### config.mk
export PLATFORM = sky130hd
export DESIGN_NAME = color_blob_tracker
export DESIGN_NICKNAME = d
export VERILOG_FILES = /design/src/rtl/tracker_pkg.sv /design/src/rtl/axis_extent.sv /design/src/rtl/color_blob_tracker.sv
export SDC_FILE = /design/constraint.sdc
export NUM_CORES = 1
export LEC_CHECK = 0
export ABC_AREA = 1
export BUFFER_PORTS_ARGS = -buffer_cell sky130_fd_sc_hd__buf_2
export CAP_MARGIN = 15
export CORE_MARGIN = 2
export CORE_UTILIZATION = 50
export DETAILED_ROUTE_END_ITERATION = 6
export PLACE_DENSITY = 0.79
export SYNTH_ARGS = -nofsm -noshare
export SYNTH_HDL_FRONTEND = slang
export SYNTH_SLANG_ARGS = --single-unit
### constraint.sdc
create_clock -name pclk -period 17.47 [get_ports pclk]
set_input_delay 2.6205 -clock pclk [delete_from_list [all_inputs] [get_ports pclk]]
set_output_delay 2.6205 -clock pclk [all_outputs]
set_load 0.01 [all_outputs]
### src/rtl/tracker_pkg.sv
// tracker_pkg: shared widths, FSM state encoding and the midpoint helper
// used by color_blob_tracker and axis_extent.
package tracker_pkg;

    localparam int COORD_W = 10;
    localparam int ADDR_W  = 20;
    localparam int PIX_W   = 8;

    typedef enum logic [1:0] {
        SYNC   = 2'd0,
        ACCUM  = 2'd1,
        REPORT = 2'd2
    } state_e;

    // Midpoint of two coordinates. The sum is formed one bit wider so the
    // carry survives before the halving shift.
    function automatic logic [COORD_W-1:0] mid(input logic [COORD_W-1:0] a,
                                               input logic [COORD_W-1:0] b);
        logic [COORD_W:0] sum;
        sum = {1'b0, a} + {1'b0, b};
        return sum[COORD_W:1];
    endfunction

endpackage

### src/rtl/axis_extent.sv
// axis_extent: running min/max of one coordinate across a frame.
//   clk_i, rst_i  clock, asynchronous active-high reset
//   clear_i       zero both extents (start of a new frame)
//   first_i       the next update is the first marked pixel of the frame
//   update_i      fold value_i into the extents this cycle
//   value_i       coordinate of the current pixel
//   min_o, max_o  current extents
module axis_extent
    import tracker_pkg::*;
(
    input  logic               clk_i,
    input  logic               rst_i,
    input  logic               clear_i,
    input  logic               first_i,
    input  logic               update_i,
    input  logic [COORD_W-1:0] value_i,
    output logic [COORD_W-1:0] min_o,
    output logic [COORD_W-1:0] max_o
);

    logic [COORD_W-1:0] min_q, min_d;
    logic [COORD_W-1:0] max_q, max_d;

    always_comb begin
        min_d = min_q;
        max_d = max_q;
        // A first update loads directly, so stale extents from an earlier
        // frame never leak into the comparison.
        if (update_i && first_i) begin
            min_d = value_i;
            max_d = value_i;
        end else if (clear_i) begin
            min_d = '0;
            max_d = '0;
        end else if (update_i) begin
            if (value_i < min_q) min_d = value_i;
            if (value_i > max_q) max_d = value_i;
        end
    end

    always_ff @(posedge clk_i or posedge rst_i) begin
        if (rst_i) begin
            min_q <= '0;
            max_q <= '0;
        end else begin
            min_q <= min_d;
            max_q <= max_d;
        end
    end

    assign min_o = min_q;
    assign max_o = max_q;

endmodule

### src/rtl/color_blob_tracker.sv
// color_blob_tracker: per-frame bounding box, midpoint and count of marked
// pixels (pixel_in >= MARK_THRESH) from a row-major capture write stream.
//   pclk, reset          clock, asynchronous active-high reset
//   pixel_valid          one pixel on pixel_addr/pixel_in this cycle
//   report_valid         one-cycle pulse when a frame's results update
//   object_found         last report had mark_count >= MIN_COUNT
//   x_min..y_max, cx, cy bounding box and midpoint (0 when not found)
//   mark_count           marked pixels in the last reported frame
//   frame_error          sticky address-discontinuity flag, cleared by report
// Optional: define TRACKER_SMOOTH_EN to average each found midpoint with the
// previously reported one.
module color_blob_tracker
    import tracker_pkg::*;
#(
    parameter int                H_RES       = 640,
    parameter int                V_RES       = 480,
    parameter logic [PIX_W-1:0]  MARK_THRESH = 8'd255,
    parameter logic [ADDR_W-1:0] MIN_COUNT   = 20'd16
) (
    input  logic               pclk,
    input  logic               reset,
    input  logic               pixel_valid,
    input  logic [ADDR_W-1:0]  pixel_addr,
    input  logic [PIX_W-1:0]   pixel_in,
    output logic               report_valid,
    output logic               object_found,
    output logic [COORD_W-1:0] x_min,
    output logic [COORD_W-1:0] x_max,
    output logic [COORD_W-1:0] y_min,
    output logic [COORD_W-1:0] y_max,
    output logic [COORD_W-1:0] cx,
    output logic [COORD_W-1:0] cy,
    output logic [ADDR_W-1:0]  mark_count,
    output logic               frame_error
);

    localparam logic [ADDR_W-1:0]  LAST_ADDR = ADDR_W'(H_RES * V_RES - 1);
    localparam logic [COORD_W-1:0] COL_LAST  = COORD_W'(H_RES - 1);

    state_e              state_q, state_d;
    logic [COORD_W-1:0]  col_q, col_d, row_q, row_d;
    logic [ADDR_W-1:0]   exp_addr_q, exp_addr_d;
    logic [ADDR_W-1:0]   mark_acc_q, mark_acc_d;
    logic                frame_error_q, frame_error_d;

    logic                report_valid_q, report_valid_d;
    logic                found_q, found_d;
    logic [COORD_W-1:0]  x_min_q, x_min_d, x_max_q, x_max_d;
    logic [COORD_W-1:0]  y_min_q, y_min_d, y_max_q, y_max_d;
    logic [COORD_W-1:0]  cx_q, cx_d, cy_q, cy_d;
    logic [ADDR_W-1:0]   count_q, count_d;

    // start: pixel at address 0 opens a fresh frame; take: in-sequence pixel
    logic                start, take;
    logic                marked;
    logic [COORD_W-1:0]  col_cur, row_cur;
    logic [ADDR_W-1:0]   acc_cur;
    logic                ext_clear, ext_first, ext_update;
    logic [COORD_W-1:0]  x_lo, x_hi, y_lo, y_hi;
    logic [COORD_W-1:0]  raw_cx, raw_cy;

    assign marked = (pixel_in >= MARK_THRESH);
    assign raw_cx = mid(x_lo, x_hi);
    assign raw_cy = mid(y_lo, y_hi);

    always_comb begin
        state_d        = state_q;
        col_d          = col_q;
        row_d          = row_q;
        exp_addr_d     = exp_addr_q;
        mark_acc_d     = mark_acc_q;
        frame_error_d  = frame_error_q;
        report_valid_d = 1'b0;
        found_d        = found_q;
        x_min_d        = x_min_q;
        x_max_d        = x_max_q;
        y_min_d        = y_min_q;
        y_max_d        = y_max_q;
        cx_d           = cx_q;
        cy_d           = cy_q;
        count_d        = count_q;
        start          = 1'b0;
        take           = 1'b0;

        unique case (state_q)
            SYNC: begin
                start = pixel_valid && (pixel_addr == '0);
            end
            ACCUM: begin
                if (pixel_valid) begin
                    if (pixel_addr == '0) begin
                        start = 1'b1;
                    end else if (pixel_addr == exp_addr_q) begin
                        take = 1'b1;
                    end else begin
                        frame_error_d = 1'b1;
                        state_d       = SYNC;
                    end
                end
            end
            REPORT: begin
                // Accumulators still hold the finished frame this cycle; a new
                // frame starting now only affects their next values.
                state_d        = SYNC;
                start          = pixel_valid && (pixel_addr == '0);
                report_valid_d = 1'b1;
                frame_error_d  = 1'b0;
                found_d        = (mark_acc_q >= MIN_COUNT);
                count_d        = mark_acc_q;
                if (found_d) begin
                    x_min_d = x_lo;
                    x_max_d = x_hi;
                    y_min_d = y_lo;
                    y_max_d = y_hi;
`ifdef TRACKER_SMOOTH_EN
                    // The output registers double as history: found_q/cx_q
                    // describe the previous report.
                    cx_d = found_q ? mid(cx_q, raw_cx) : raw_cx;
                    cy_d = found_q ? mid(cy_q, raw_cy) : raw_cy;
`else
                    cx_d = raw_cx;
                    cy_d = raw_cy;
`endif
                end else begin
                    x_min_d = '0;
                    x_max_d = '0;
                    y_min_d = '0;
                    y_max_d = '0;
                    cx_d    = '0;
                    cy_d    = '0;
                end
            end
            default: state_d = SYNC;
        endcase

        // A starting pixel sees cleared counters, then is processed normally.
        col_cur = start ? '0 : col_q;
        row_cur = start ? '0 : row_q;
        acc_cur = start ? '0 : mark_acc_q;

        ext_clear  = start;
        ext_first  = (acc_cur == '0);
        ext_update = (start || take) && marked;

        if (start || take) begin
            mark_acc_d = acc_cur;
            if (marked && (acc_cur != '1)) mark_acc_d = acc_cur + 1'b1;
            if (col_cur == COL_LAST) begin
                col_d = '0;
                row_d = row_cur + 1'b1;
            end else begin
                col_d = col_cur + 1'b1;
                row_d = row_cur;
            end
            exp_addr_d = (start ? '0 : exp_addr_q) + 1'b1;
            state_d    = (pixel_addr == LAST_ADDR) ? REPORT : ACCUM;
        end
    end

    axis_extent u_x_extent (
        .clk_i    (pclk),
        .rst_i    (reset),
        .clear_i  (ext_clear),
        .first_i  (ext_first),
        .update_i (ext_update),
        .value_i  (col_cur),
        .min_o    (x_lo),
        .max_o    (x_hi)
    );

    axis_extent u_y_extent (
        .clk_i    (pclk),
        .rst_i    (reset),
        .clear_i  (ext_clear),
        .first_i  (ext_first),
        .update_i (ext_update),
        .value_i  (row_cur),
        .min_o    (y_lo),
        .max_o    (y_hi)
    );

    always_ff @(posedge pclk or posedge reset) begin
        if (reset) begin
            state_q        <= SYNC;
            col_q          <= '0;
            row_q          <= '0;
            exp_addr_q     <= '0;
            mark_acc_q     <= '0;
            frame_error_q  <= 1'b0;
            report_valid_q <= 1'b0;
            found_q        <= 1'b0;
            x_min_q        <= '0;
            x_max_q        <= '0;
            y_min_q        <= '0;
            y_max_q        <= '0;
            cx_q           <= '0;
            cy_q           <= '0;
            count_q        <= '0;
        end else begin
            state_q        <= state_d;
            col_q          <= col_d;
            row_q          <= row_d;
            exp_addr_q     <= exp_addr_d;
            mark_acc_q     <= mark_acc_d;
            frame_error_q  <= frame_error_d;
            report_valid_q <= report_valid_d;
            found_q        <= found_d;
            x_min_q        <= x_min_d;
            x_max_q        <= x_max_d;
            y_min_q        <= y_min_d;
            y_max_q        <= y_max_d;
            cx_q           <= cx_d;
            cy_q           <= cy_d;
            count_q        <= count_d;
        end
    end

    assign report_valid = report_valid_q;
    assign object_found = found_q;
    assign x_min        = x_min_q;
    assign x_max        = x_max_q;
    assign y_min        = y_min_q;
    assign y_max        = y_max_q;
    assign cx           = cx_q;
    assign cy           = cy_q;
    assign mark_count   = count_q;
    assign frame_error  = frame_error_q;

endmodule
Word level (Yosys, flattened, before mapping)
Index checks and enable logic that the tools add are counted.
- memories: 0
- register bits after elaboration: 185
- bits in latches: 0
- bits of input ports: 31
- output and inout bits: 83
- memory bits (read-only): 0
- logic and storage cells: 112
- RAM bits: 0
- add/subtract/negate cells: 6
- magnitude comparators: 6
- eq/ne operators: 13
- reductions and logical operators: 21
- bitwise operators: 0
- shifts and indexed selects: 0
- multiply operators: 0
- muxes and demuxes: 47
- div/mod/pow operators: 0
- operators with widths (cell ; number):
    10-bit two-way mux ; 26
    20-bit two-way mux ; 3
    20-bit by 1-bit adder with 20-bit output (second input constant) ; 2
    20-bit logical NOT ; 2
    10-bit by 10-bit adder with 11-bit output ; 2
    10-bit by 1-bit adder with 10-bit output (second input constant) ; 2
    20-bit by 19-bit equality test with 1-bit output (second input constant) ; 1
    20-bit equality test ; 1
    20-bit by 5-bit greater-or-equal comparator with 1-bit output (second input constant) ; 1
    10-bit > comparator ; 2
    10-bit less-than comparator ; 2
    20-bit inequality test (second input constant) ; 1
    3-bit nonzero test ; 5
    10-bit equality test (second input constant) ; 1
    1-bit two-way mux ; 10
    2-bit two-way mux ; 5
    3-bit inequality test (second input constant) ; 3
    8-bit greater-or-equal comparator (second input constant) ; 1
    2-bit inequality test (second input constant) ; 4
    2-bit AND reduction ; 4
    4-bit AND reduction ; 2
    1-bit logical AND ; 4
    1-bit case mux with 2 select lines ; 2
    2-bit case mux with 2 select lines ; 1
    other kinds (6) ; 6

Logic depth before layout (Yosys ltp)
Gate-level depths: netlist (run 1).
- depth in word-level cells: 10
- depth in mapped cells: 23
- gate-level depth less buffers: 20

Modules after synthesis
A second synthesis (run 1) with hierarchy kept.
- cell total of the unflattened synthesis: 1465
- area total of the unflattened synthesis: 11317.1 µm²
- by module, submodules not included (module ; cells an instance ; seq. area each (µm²) ; area an instance (µm²) ; instances):
    color_blob_tracker ; 1059 ; 3628.5 ; 8419.3 ; 1
    axis_extent ; 203 ; 500.5 ; 1448.9 ; 2

Least setup slack after synthesis (run 1)
OpenSTA, ideal clock, no wires.
- kind: input to register
- from: input port pixel_addr[14]
- to: register u_y_extent.max_q[1] (netlist: u_y_extent.max_o[1])
- path buffers: 5
- arrival time: 5.130 ns
- library setup time: 0.117 ns
- stages: 19
- data required time: 17.353 ns
- path slack: 12.224 ns
- path through: or2_1 nor2_4 nand4_4 buf_6 buf_6 buf_4 buf_2 nand2_1 inv_1 ha_1 nand4_1 nor3_1 o21a_1 o21ai_0 nand2_1 nand2_4 buf_4 nand2_1 nand2_1
- cells in the longest elaborated chain, start to end: 10
- elaborated cells between the ends (all ways): 24
- classes of those cells: order compare (1); eq/ne (1); mux (13); reduce/logical (9)
- RTL lines (what ; RTL line ; RTL):
    start: declaration ; color_blob_tracker.sv:23 ; input logic [ADDR_W-1:0] pixel_addr,
    parallel branches: the longest is 10 deep, another holds 10-bit > comparator ; n/a ;
    end signal: assignment ; axis_extent.sv:47 ; max_q <= max_d;
    end: declaration ; axis_extent.sv:22 ; logic [COORD_W-1:0] max_q, max_d;
Several ways; the timed one is not identified. The select of a mux whose other input is x is not followed.
A chain may end at the register's enable or synchronous reset.

Worst setup path after layout (run 1)
- from: input port pixel_addr[19]
- to: register u_x_extent.max_q[1] (netlist: u_x_extent.max_o[1])
- cells in the longest elaborated chain, start to end: 10
- elaborated cells between the ends (all ways): 24
- classes of those cells: order compare (1); eq/ne (1); mux (13); reduce/logical (9)
- RTL lines (what ; RTL line):
    parallel branches: the longest is 10 deep, another holds 10-bit > comparator ; n/a
    end signal: assignment ; axis_extent.sv:47
    end: declaration ; axis_extent.sv:22
Several ways; the timed one is not identified. The select of a mux whose other input is x is not followed.

==> results.yml, run 1 <==
status:
  result_of_the_run: "finished, final reports clean"
synthesis:
  synth.yosys.warnings: 0
  syn_area_mm2: 0.0109
  most_common_flop_cell_mapped_by_yosys: "dfrtp_1"
  synth_top_area_share_pct: 42.5
  synth.top_cells.by_count: "422 x nand2_1, 185 x dfrtp_1, 174 x inv_1, 108 x nor2_1, 102 x o21ai_0"
  synth_largest_area_cell: "dfrtp_1"
  synth_sequential_area_ratio_pct: 42.5
  synth_nets: 1513
  cell_count_after_synthesis: 1423
  synthArstFlopShare_pct: 100
  yosys_register_bits: 185
  syn-mean-instance-area_um2: 7.65
  synth_most_common_cell: "nand2_1"
  ys_types: 45
  synth_enable_flop_cells: 0
  synth.top_cells.by_area: "dfrtp_1 43%, nand2_1 15%, ha_1 6.6%"
global_routing:
  tot_gr_track_use_pct: 24.5
  grt_start_max_net_pins: 102
  grt_antenna_before_repair: 0
  overflow: 0
  grt_pass1_wl_um: 44400
  grt_pass1_vias: 9127
worst_setup_path:
  critical_path.reg2reg.startpoint: "state_q[0]"
  regToRegEndpoint: "u_x_extent.max_o[1]"
  r2r.worst_path.cells: 19
  worst_ep_required_time_ns: 17.80
  path_cells: "buf_2 -> inv_1 -> nand2_1 -> nor2_4 -> nand4_4 -> buf_4 -> inv_2 -> nor2_1 -> ha_1 -> nand2_1 -> nor2_1 -> nand2_1 -> nor2_2 -> nand3_1 -> nand2_1 -> inv_1 -> nand2_1 -> nand2_1 -> nand2_2 -> nand2_2 -> nand2_1 -> nand2_1"
  critical-path-slowest-cell: "buf_4"
  cp_common_cell: "nand2_1"
  worst_setup_path_start_kind: "input port"
  cp_data_arrival_time_ns: 6.10
  critPathMaxStageDelay_ns: 0.60
  ff2ff_setup_slack_ns: 13.68
  crit_path_end_kind: "register"
  critical_path.max_fanout: 68
  worst_setup_path_category: "in2reg"
clock_network:
  cts_tree: "built"
  postCtsResizedCells: 0
  numCtsBuffers: 17
  clkTransAtPathRegs_ns: 0.07
  ctsHoldBuffers: 0
  ctsRootBufferMaster: "clkbuf_16"
  cts_htree_levels: 4
  clock-sinks: 185
  post-cts-setup-buffer-count: 0
  cts_max_path_buffers: 2
  clk_latency_ns: 0.44
sta:
  clock.fmax_mhz: 173
  final.hold.worst_slack_ns: 0.468
  report.final.hold_viol_count: 0
  clock_skew_ns: 0.0108
  rsz0062_at_grt: "false"
  final_max_slew_viol_count: 0
  setup_viol_count_final: 0
  max_slew.worst_pin.slew_ns: 0.897
  setup_total_negative_slack_ns: 0
  final.min_clock_period_ns: 5.77
  timing.slew.headroom_pct: 40.2
  min_period_over_period_pct: 33.0
floorplanning:
  die-width_um: 152
  die_y_um: 152
  initial_core_util_pct: 51.3
  core_mm2: 0.0212
  floorplan.die_area_mm2: 0.0230
  floorplan.rows: 53
  top_level_ports: 114
detailed_routing:
  via_count: 9740
  post_drt_via_cell_ratio: 5.38
  top_layer: "met4"
  detail_route.first_pass.iterations: 5
  met1_wire_length_um: 12300
  ant_nets: 0
  drc: 0
  totalWireLength_um: 27200
  detail_route.wl_per_cell_um: 15.0
  sum_of_met2_wire_segment_lengths_after_detailed_routing_um: 13000
  dr.first_iter.drc_count: 729
  wl_met3_um: 1450
place:
  dp_hpwl_um: 19700
  gpl.final_weighted_congestion: 0.932
  numPortBuffers: 113
worst_hold_path:
  min_path_type: "reg2reg"
  hold_depth: 2
  worst_hold_path.endpoint: "mark_count[0]"
  startpoint_of_the_most_critical_hold_path: "mark_count[0]"
pwr:
  p_comb_share_pct: 2.2
  leakagePower_uw: 0.00633
  power_switching_share_pct: 22.2
  clockPowerShare_pct: 46.9
  power_per_cell_area_mw_per_mm2: 68.6
  power.sequential.fraction_pct: 50.9
  net-switching-power_uw: 187
  p_int_uw: 654
  ir_drop_uv: 54.2
final_layout:
  final_layout_size_suffix_gt1_share_pct: 12.2
  final_nets: 1613
  diodes_inserted: 0
  flow.area_growth_from_synthesis_pct: 12.6
  fillers: 1950
run:
  max_cap_viol_count: 0
[per-stage QoR]
| stage | area, µm² | utilization [%] | power, µW | worst slack, ns | instances |
|---|---|---|---|---|---|
| 2_1_floorplan | 10900 | - | 446 | 9.82 | 1423 |
| 3_3_place_gp | 11600 | 54.8 | 454 | 11.44 | 1778 |
| 3_5_place_dp | 11600 | 54.8 | 455 | 11.35 | 1778 |
| 4_1_cts | 12200 | 57.6 | 845 | 11.81 | 1809 |
| 5_1_grt | 12300 | 57.8 | 868 | 11.44 | 1810 |
| 6_report | 12300 | 57.8 | 841 | 11.70 | 1810 |
[how the worst max path moves through the flow]
stage,startpoint,slack [ns],to,depth (start not counted)
after global placement,pixel_addr[19],11.44,u_x_extent.max_o[8],22
after floorplan,reset,9.82,col_q[0],1
final,pixel_addr[19],11.70,u_x_extent.max_o[1],22
after detailed placement,pixel_addr[19],11.35,u_x_extent.max_o[5],22
after global routing,pixel_addr[17],11.44,u_x_extent.max_o[9],22
after CTS,pixel_addr[19],11.81,u_x_extent.max_o[5],22
[routing by layer]
metal	GRT usage, %	up-vias
met5	0	-
met4	7.50	0
met3	3.53	44
met2	41.5	312
met1	32.6	4572
li1	-	4812
[cell usage in the layout, fill, tap and decap left out, types with 4 or more instances in the layout]
master / netlist / final
a32o_1: 4 / 4
nor3_1: 22 / 22
nand4_1: 27 / 27
clkbuf_16: 0 / 17
o2111ai_1: 5 / 5
inv_1: 174 / 173
or2_2: 5 / 5
xnor2_1: 10 / 10
nor4_1: 8 / 8
dfrtp_1: 185 / 185
o22ai_1: 5 / 5
inv_2: 4 / 4
a22o_1: 5 / 5
nand2_1: 422 / 422
xor2_1: 43 / 43
o21ai_1: 15 / 15
a21oi_1: 30 / 30
nand2_2: 7 / 7
ha_1: 57 / 57
buf_4: 11 / 8
nor2_2: 7 / 7
nor2_1: 108 / 108
o21ai_0: 102 / 102
buf_2: 6 / 113
o21bai_1: 5 / 5
nand3_1: 99 / 99
[area by class of cell]
type	count	area, µm²	area share [%]
clock inverter	11	139	1.13
tap	275	344	2.81
timing repair buffer	122	653	5.33
multi-input combinational	1019	5370	43.8
inverter	178	673	5.49
sequential	185	4630	37.8
clock buffer	20	457	3.72
[worst max-delay path: cells and delay by family]
family,cells,cell delay [ns]
AND/OR/NAND/NOR,16,2.04
buffers and inverters,5,1.18
adder cells (fa/ha/maj),1,0.22
[kinds of logic after synthesis]
group / synth area share, %
AO/OA/AOI/OAI: 9.71
XOR/XNOR: 4.26
adder cells (fa/ha/maj): 6.92
buffers and inverters: 8.20
flip-flops: 42.5
AND/OR/NAND/NOR: 28.4
[power groups by stage]
stage / sequential, µW / combinational [µW] / clock, µW
final: 428 / 18.4 / 395
after global routing: 428 / 21.3 / 418
after CTS: 428 / 18.3 / 399
after detailed placement: 436 / 18.2 / 0
after global placement: 436 / 18.0 / 0
after floorplan: 436 / 10.0 / 0
Power figures use the tool's default switching activity.
==> inputs of run 2 (changes only) <==
--- a/config.mk
+++ b/config.mk
@@ -5,13 +5,13 @@
 export SDC_FILE = /design/constraint.sdc
 export NUM_CORES = 1
 export LEC_CHECK = 0
-export ABC_AREA = 1
+export ABC_AREA = 0
 export BUFFER_PORTS_ARGS = -buffer_cell sky130_fd_sc_hd__buf_2
 export CAP_MARGIN = 15
 export CORE_MARGIN = 2
 export CORE_UTILIZATION = 50
 export DETAILED_ROUTE_END_ITERATION = 6
-export PLACE_DENSITY = 0.79
+export PLACE_DENSITY = 0.83
 export SYNTH_ARGS = -nofsm -noshare
 export SYNTH_HDL_FRONTEND = slang
 export SYNTH_SLANG_ARGS = --single-unit
==> constraint.sdc (replaced) <==
create_clock -name pclk -period 4.8 [get_ports pclk]
set_input_delay 0.72 -clock pclk [delete_from_list [all_inputs] [get_ports pclk]]
set_output_delay 0.72 -clock pclk [all_outputs]
set_load 0.01 [all_outputs]
==> results.yml, run 2 <==
worst_setup_path:
  worst_setup_path_start_kind: "input port"
  crit_path_end_kind: "register"
  critical_path.max_fanout: 19
  cp_data_arrival_time_ns: 4.65
  worst_setup_path_category: "in2reg"
  worst_ep_required_time_ns: 5.12
final_layout:
  final_common_cell: "dfrtp_1"
  final_layout_size_suffix_gt1_share_pct: 18.4
  final_cell_area_mm2: 0.0114
  fillers: 1645
  final_nets: 1218
  finish.cell_count_without_fillers: 1406
  flow.area_growth_from_synthesis_pct: 14.7
  mostFrequentLayoutCells: "185 x dfrtp_1, 171 x nand2_1, 113 x buf_2"
  diodes_inserted: 0
detailed_routing:
  post_drt_via_cell_ratio: 5.58
  via_count: 7849
  detail_route.first_pass.iterations: 5
  totalWireLength_um: 23400
  ant_nets: 0
  detail_route.wl_per_cell_um: 16.7
  drc: 0
  dr.first_iter.drc_count: 577
sta:
  clock.fmax_mhz: 231
  final.setup.worst_slack_ns: 0.467
  rsz0062_at_grt: "false"
  timing.slew.headroom_pct: 30.1
  final_max_slew_viol_count: 0
  max_slew.worst_pin.slew_ns: 1.05
  min_period_over_period_pct: 90.3
  setup_viol_count_final: 0
  final.min_clock_period_ns: 4.33
  final.hold.worst_slack_ns: 0.473
  clock_skew_ns: 0.0158
  report.final.hold_viol_count: 0
  setup_total_negative_slack_ns: 0
floorplanning:
  top_level_ports: 114
  initial_core_util_pct: 51.0
  die-width_um: 145
  floorplan.die_area_mm2: 0.0210
  die_y_um: 145
  core_mm2: 0.0195
  floorplan.rows: 51
global_routing:
  tot_gr_track_use_pct: 23.4
  grt_pass1_vias: 7758
  grt_antenna_before_repair: 0
  grt_pass1_wl_um: 38800
  overflow: 0
  grt_start_max_net_pins: 186
synthesis:
  yosys_register_bits: 185
  ys_types: 65
  synth_most_common_cell: "dfrtp_1"
  synth_largest_area_cell: "dfrtp_1"
  synthArstFlopShare_pct: 100
  most_common_flop_cell_mapped_by_yosys: "dfrtp_1"
  synth.top_cells.by_area: "dfrtp_1 47%, ha_1 7.2%, nand2_1 6.5%"
  synth.top_cells.by_count: "185 x dfrtp_1, 171 x nand2_1, 59 x nor2_1, 57 x ha_1, 56 x inv_1"
  synth.yosys.warnings: 0
  synth_nets: 1113
  syn_area_mm2: 0.00992
  synth_top_area_share_pct: 46.7
  synth_sequential_area_ratio_pct: 46.7
  cell_count_after_synthesis: 1023
  synth_enable_flop_cells: 0
  syn-mean-instance-area_um2: 9.70
worst_hold_path:
  min_path_type: "reg2reg"
place:
  post-place-cells: 1374
  numPortBuffers: 113
  gpl.final_weighted_congestion: 0.892
  placed_area_mm2: 0.0108
  placement.setup.worst_slack_ns: 0.0670
  dp_hpwl_um: 16600
clock_network:
  clock-sinks: 185
  cts_max_path_buffers: 2
  numCtsBuffers: 17
  clkTransAtPathRegs_ns: 0.07
  ctsHoldBuffers: 0
  ctsRootBufferMaster: "clkbuf_16"
  cts_htree_levels: 4
  postCtsResizedCells: 0
  cts_tree: "built"
  post-cts-setup-buffer-count: 0
  clk_latency_ns: 0.44
status:
  result_of_the_run: "finished, final reports clean"
run:
  max_cap_viol_count: 0
pwr:
  power_per_cell_area_mw_per_mm2: 266
  ir_drop_uv: 245
  leakagePower_uw: 0.00568
## run 2: changes by cell type in the layout (fill, tap and decap cells not counted), moves of 18 or more
| cell | before | now |
|---|---|---|
| mux2_2 | 0 | 18 |
| nand2_1 | 422 | 171 |
| xnor2_1 | 10 | 44 |
| o21ai_0 | 102 | 45 |
| o31ai_1 | 2 | 47 |
| nor2_1 | 108 | 59 |
| nand3_1 | 99 | 20 |
| inv_1 | 173 | 55 |
## run 2: cells by family (layout without fill, tap and decap cells)
family          Yosys count  after routing  share of synthesized area (%)
simple gates            380            380                           18.3
xor+xnor                 73             73                           6.44
compound gates          193            193                           13.1
buf+inv                  99            217                           3.87
mux                      33             33                           3.97
flops                   185            185                           46.7
fa+ha+maj                60             60                           7.69
## run 2: cell type report
cell class | instances | area (µm²) | area share (%)
clock buffer | 17 | 425 | 3.74
clock inverter | 15 | 164 | 1.44
inverter | 57 | 218 | 1.91
multi-input combinational | 739 | 4920 | 43.3
sequential | 185 | 4630 | 40.7
tap | 265 | 332 | 2.91
timing repair buffer | 128 | 691 | 6.07
## run 2: per-stage QoR
stage	utilization, %	power [µW]
global route	58.5	3130
detailed placement	55.5	1650
floorplan	-	1620
global placement	55.5	1650
CTS	58.5	3050
finish	58.5	3030
## run 2: worst paths after layout
kind | slack [ns] | start | to | depth (start not counted)
setup / recovery | 0.47 | pixel_addr[14] | u_x_extent.min_o[2] | 12
hold / removal | 0.47 | mark_count[0] | mark_count[0] | 2
setup reg to reg | 1.12 | state_q[1] | u_x_extent.min_o[2] | 11
hold reg to reg | 0.47 | mark_count[0] | mark_count[0] | 2
max in group asynchronous | 3.47 | reset | u_y_extent.min_o[2] | 3
min in group asynchronous | 0.52 | reset | mark_count[16] | 3
## run 2: layer usage
metal  vias up  wire length, µm  track usage [%]
met1      3833            11100             32.6
met3        28              971             3.65
met2       204            11000             37.9
met5         -                0                0
met4         0              381             7.10
li1       3784                -                -
## run 2: critical path: stages
cell and delay [ns]:
buf_2 0.11, or4_1 0.58, or4_1 0.60, or2_4 0.37, and2_1 0.25, ha_1 0.31, a21o_1 0.11, a21oi_1 0.06
o21ai_0 0.18, a221oi_1 0.12, o21bai_1 0.80, mux2_2 0.43
## run 2: where the power goes
| part | internal (µW) | switching [µW] |
|---|---|---|
| Sequential | 1560 | 0.00813 |
| Combinational | 16.9 | 46.5 |
| Clock | 737 | 671 |
==> inputs of run 3 (changes only) <==
--- a/config.mk
+++ b/config.mk
@@ -5,13 +5,13 @@
 export SDC_FILE = /design/constraint.sdc
 export NUM_CORES = 1
 export LEC_CHECK = 0
-export ABC_AREA = 0
+export ABC_AREA = 1
 export BUFFER_PORTS_ARGS = -buffer_cell sky130_fd_sc_hd__buf_2
 export CAP_MARGIN = 15
 export CORE_MARGIN = 2
 export CORE_UTILIZATION = 50
 export DETAILED_ROUTE_END_ITERATION = 6
-export PLACE_DENSITY = 0.83
+export PLACE_DENSITY = 0.82
 export SYNTH_ARGS = -nofsm -noshare
 export SYNTH_HDL_FRONTEND = slang
 export SYNTH_SLANG_ARGS = --single-unit
==> results.yml, run 3 (synthesis gave the netlist of run 1 again) <==
worst_setup_path:
  worst_setup_path_category: "in2reg"
  crit_path_end_kind: "register"
  worst_setup_path_start_kind: "input port"
  worst_ep_required_time_ns: 5.11
  critical_path.max_fanout: 23
  cp_data_arrival_time_ns: 3.82
  ff2ff_setup_slack_ns: 1.38
sta:
  rsz0062_at_grt: "false"
  timing.slew.headroom_pct: 31.2
  final_max_slew_viol_count: 0
  max_slew.worst_pin.slew_ns: 1.03
  min_period_over_period_pct: 73.1
  final.min_clock_period_ns: 3.51
  setup_viol_count_final: 0
  report.final.hold_viol_count: 0
  setup_total_negative_slack_ns: 0
  clock_skew_ns: 0.0127
  clock.fmax_mhz: 285
status:
  result_of_the_run: "finished, final reports clean"
global_routing:
  grt_pass1_vias: 9404
  tot_gr_track_use_pct: 24.5
  grt_pass1_wl_um: 44700
  grt_start_max_net_pins: 186
  grt_antenna_before_repair: 0
  overflow: 0
detailed_routing:
  drc: 0
  post_drt_via_cell_ratio: 5.43
  detail_route.first_pass.iterations: 7
  via_count: 9824
  detail_route.wl_per_cell_um: 15.1
  ant_nets: 0
  dr.first_iter.drc_count: 823
  totalWireLength_um: 27400
final_layout:
  final_nets: 1612
  flow.area_growth_from_synthesis_pct: 12.3
  final_common_cell: "nand2_1"
  diodes_inserted: 0
  final_layout_size_suffix_gt1_share_pct: 11.9
  fillers: 1917
  mostFrequentLayoutCells: "422 x nand2_1, 185 x dfrtp_1, 173 x inv_1"
floorplanning:
  initial_core_util_pct: 51.3
  die_y_um: 152
  die-width_um: 152
  core_mm2: 0.0212
  top_level_ports: 114
  floorplan.die_area_mm2: 0.0230
  floorplan.rows: 53
clock_network:
  postCtsResizedCells: 0
  ctsRootBufferMaster: "clkbuf_16"
  clock-sinks: 185
  cts_htree_levels: 4
  cts_tree: "built"
  post-cts-setup-buffer-count: 0
  clkTransAtPathRegs_ns: 0.07
  cts_max_path_buffers: 2
  clk_latency_ns: 0.44
  ctsHoldBuffers: 0
  numCtsBuffers: 17
run:
  max_cap_viol_count: 0
pwr:
  power_per_cell_area_mw_per_mm2: 245
  ir_drop_uv: 182
  p_total_uw: 3000
  leakagePower_uw: 0.00630
place:
  dp_hpwl_um: 19700
  gpl.final_weighted_congestion: 0.980
  numPortBuffers: 113
worst_hold_path:
  min_path_type: "reg2reg"
run 3: changes by cell type in the layout (fill, tap and decap cells not counted), moves of 13 or more:
| cell | delta |
|---|---|
| and2_1 | -16 |
| nand3_1 | +79 |
| inv_1 | +118 |
| nand2_1 | +251 |
| o31ai_1 | -45 |
| o21ai_1 | +13 |
| xor2_1 | +14 |
| nor2_1 | +49 |
| a21o_1 | -16 |
| xnor2_1 | -34 |
| o21ai_0 | +57 |
| mux2_2 | -18 |
run 3: path summary, 6_finish.rpt:
check / start / to / cells after the start
hold / removal: mark_count[0] / mark_count[0] / 2
max in group asynchronous: reset / exp_addr_q[8] / 3
hold reg to reg: mark_count[0] / mark_count[0] / 2
setup reg to reg: state_q[1] / mark_acc_q[2] / 12
min in group asynchronous: reset / x_max[5] / 3
setup / recovery: pixel_addr[14] / mark_acc_q[2] / 14
run 3: where the power goes:
part / internal [µW] / switching, µW
Clock: 770 / 607
Sequential: 1560 / 0.0117
Combinational: 17.9 / 46.6
Total: 2350 / 654
run 3: per-stage QoR:
stage / utilization [%] / instances / setup slack (ns) / area (µm²) / hold slack [ns]
global route: 57.6 / 1810 / 1.07 / 12200 / 0.499
floorplan: - / 1423 / 1.45 / 10900 / 0.449
finish: 57.6 / 1810 / 1.29 / 12200 / 0.466
detailed placement: 55.0 / 1778 / 0.944 / 11700 / 0.455
CTS: 57.6 / 1810 / 1.37 / 12200 / 0.472
global placement: 55.0 / 1778 / 1.10 / 11700 / 0.453
run 3: layer usage:
metal  global-route usage, %  part of all wire (%)  vias to the layer above
met1                    32.3                    44                     4621
met5                       0                     0                        -
met4                    9.17                   2.6                        0
li1                        -                     -                     4796
met2                    39.9                    47                      348
met3                    4.94                   6.1                       59
run 3: cell type report:
| cell class | instances | area [µm²] | share of cell area [%] |
|---|---|---|---|
| Clock buffer | 22 | 444 | 3.63 |
| Clock inverter | 10 | 119 | 0.972 |
| Multi-Input combinational cell | 1019 | 5370 | 43.9 |
| Tap cell | 275 | 344 | 2.81 |
| Inverter | 178 | 672 | 5.50 |
| Sequential cell | 185 | 4630 | 37.9 |
| Timing Repair Buffer | 121 | 651 | 5.32 |
run 3: worst max-delay path: stages:
cell and delay [ns]:
buf_2 0.11, or2_1 0.26, nor2_4 0.13, nand4_4 0.22
inv_2 0.45, nor2_1 0.17, ha_1 0.33, nand3_1 0.13
nor2_1 0.06, inv_1 0.08, nor2_1 0.05, nor2_2 0.67
nand3_1 0.21, xor2_1 0.22
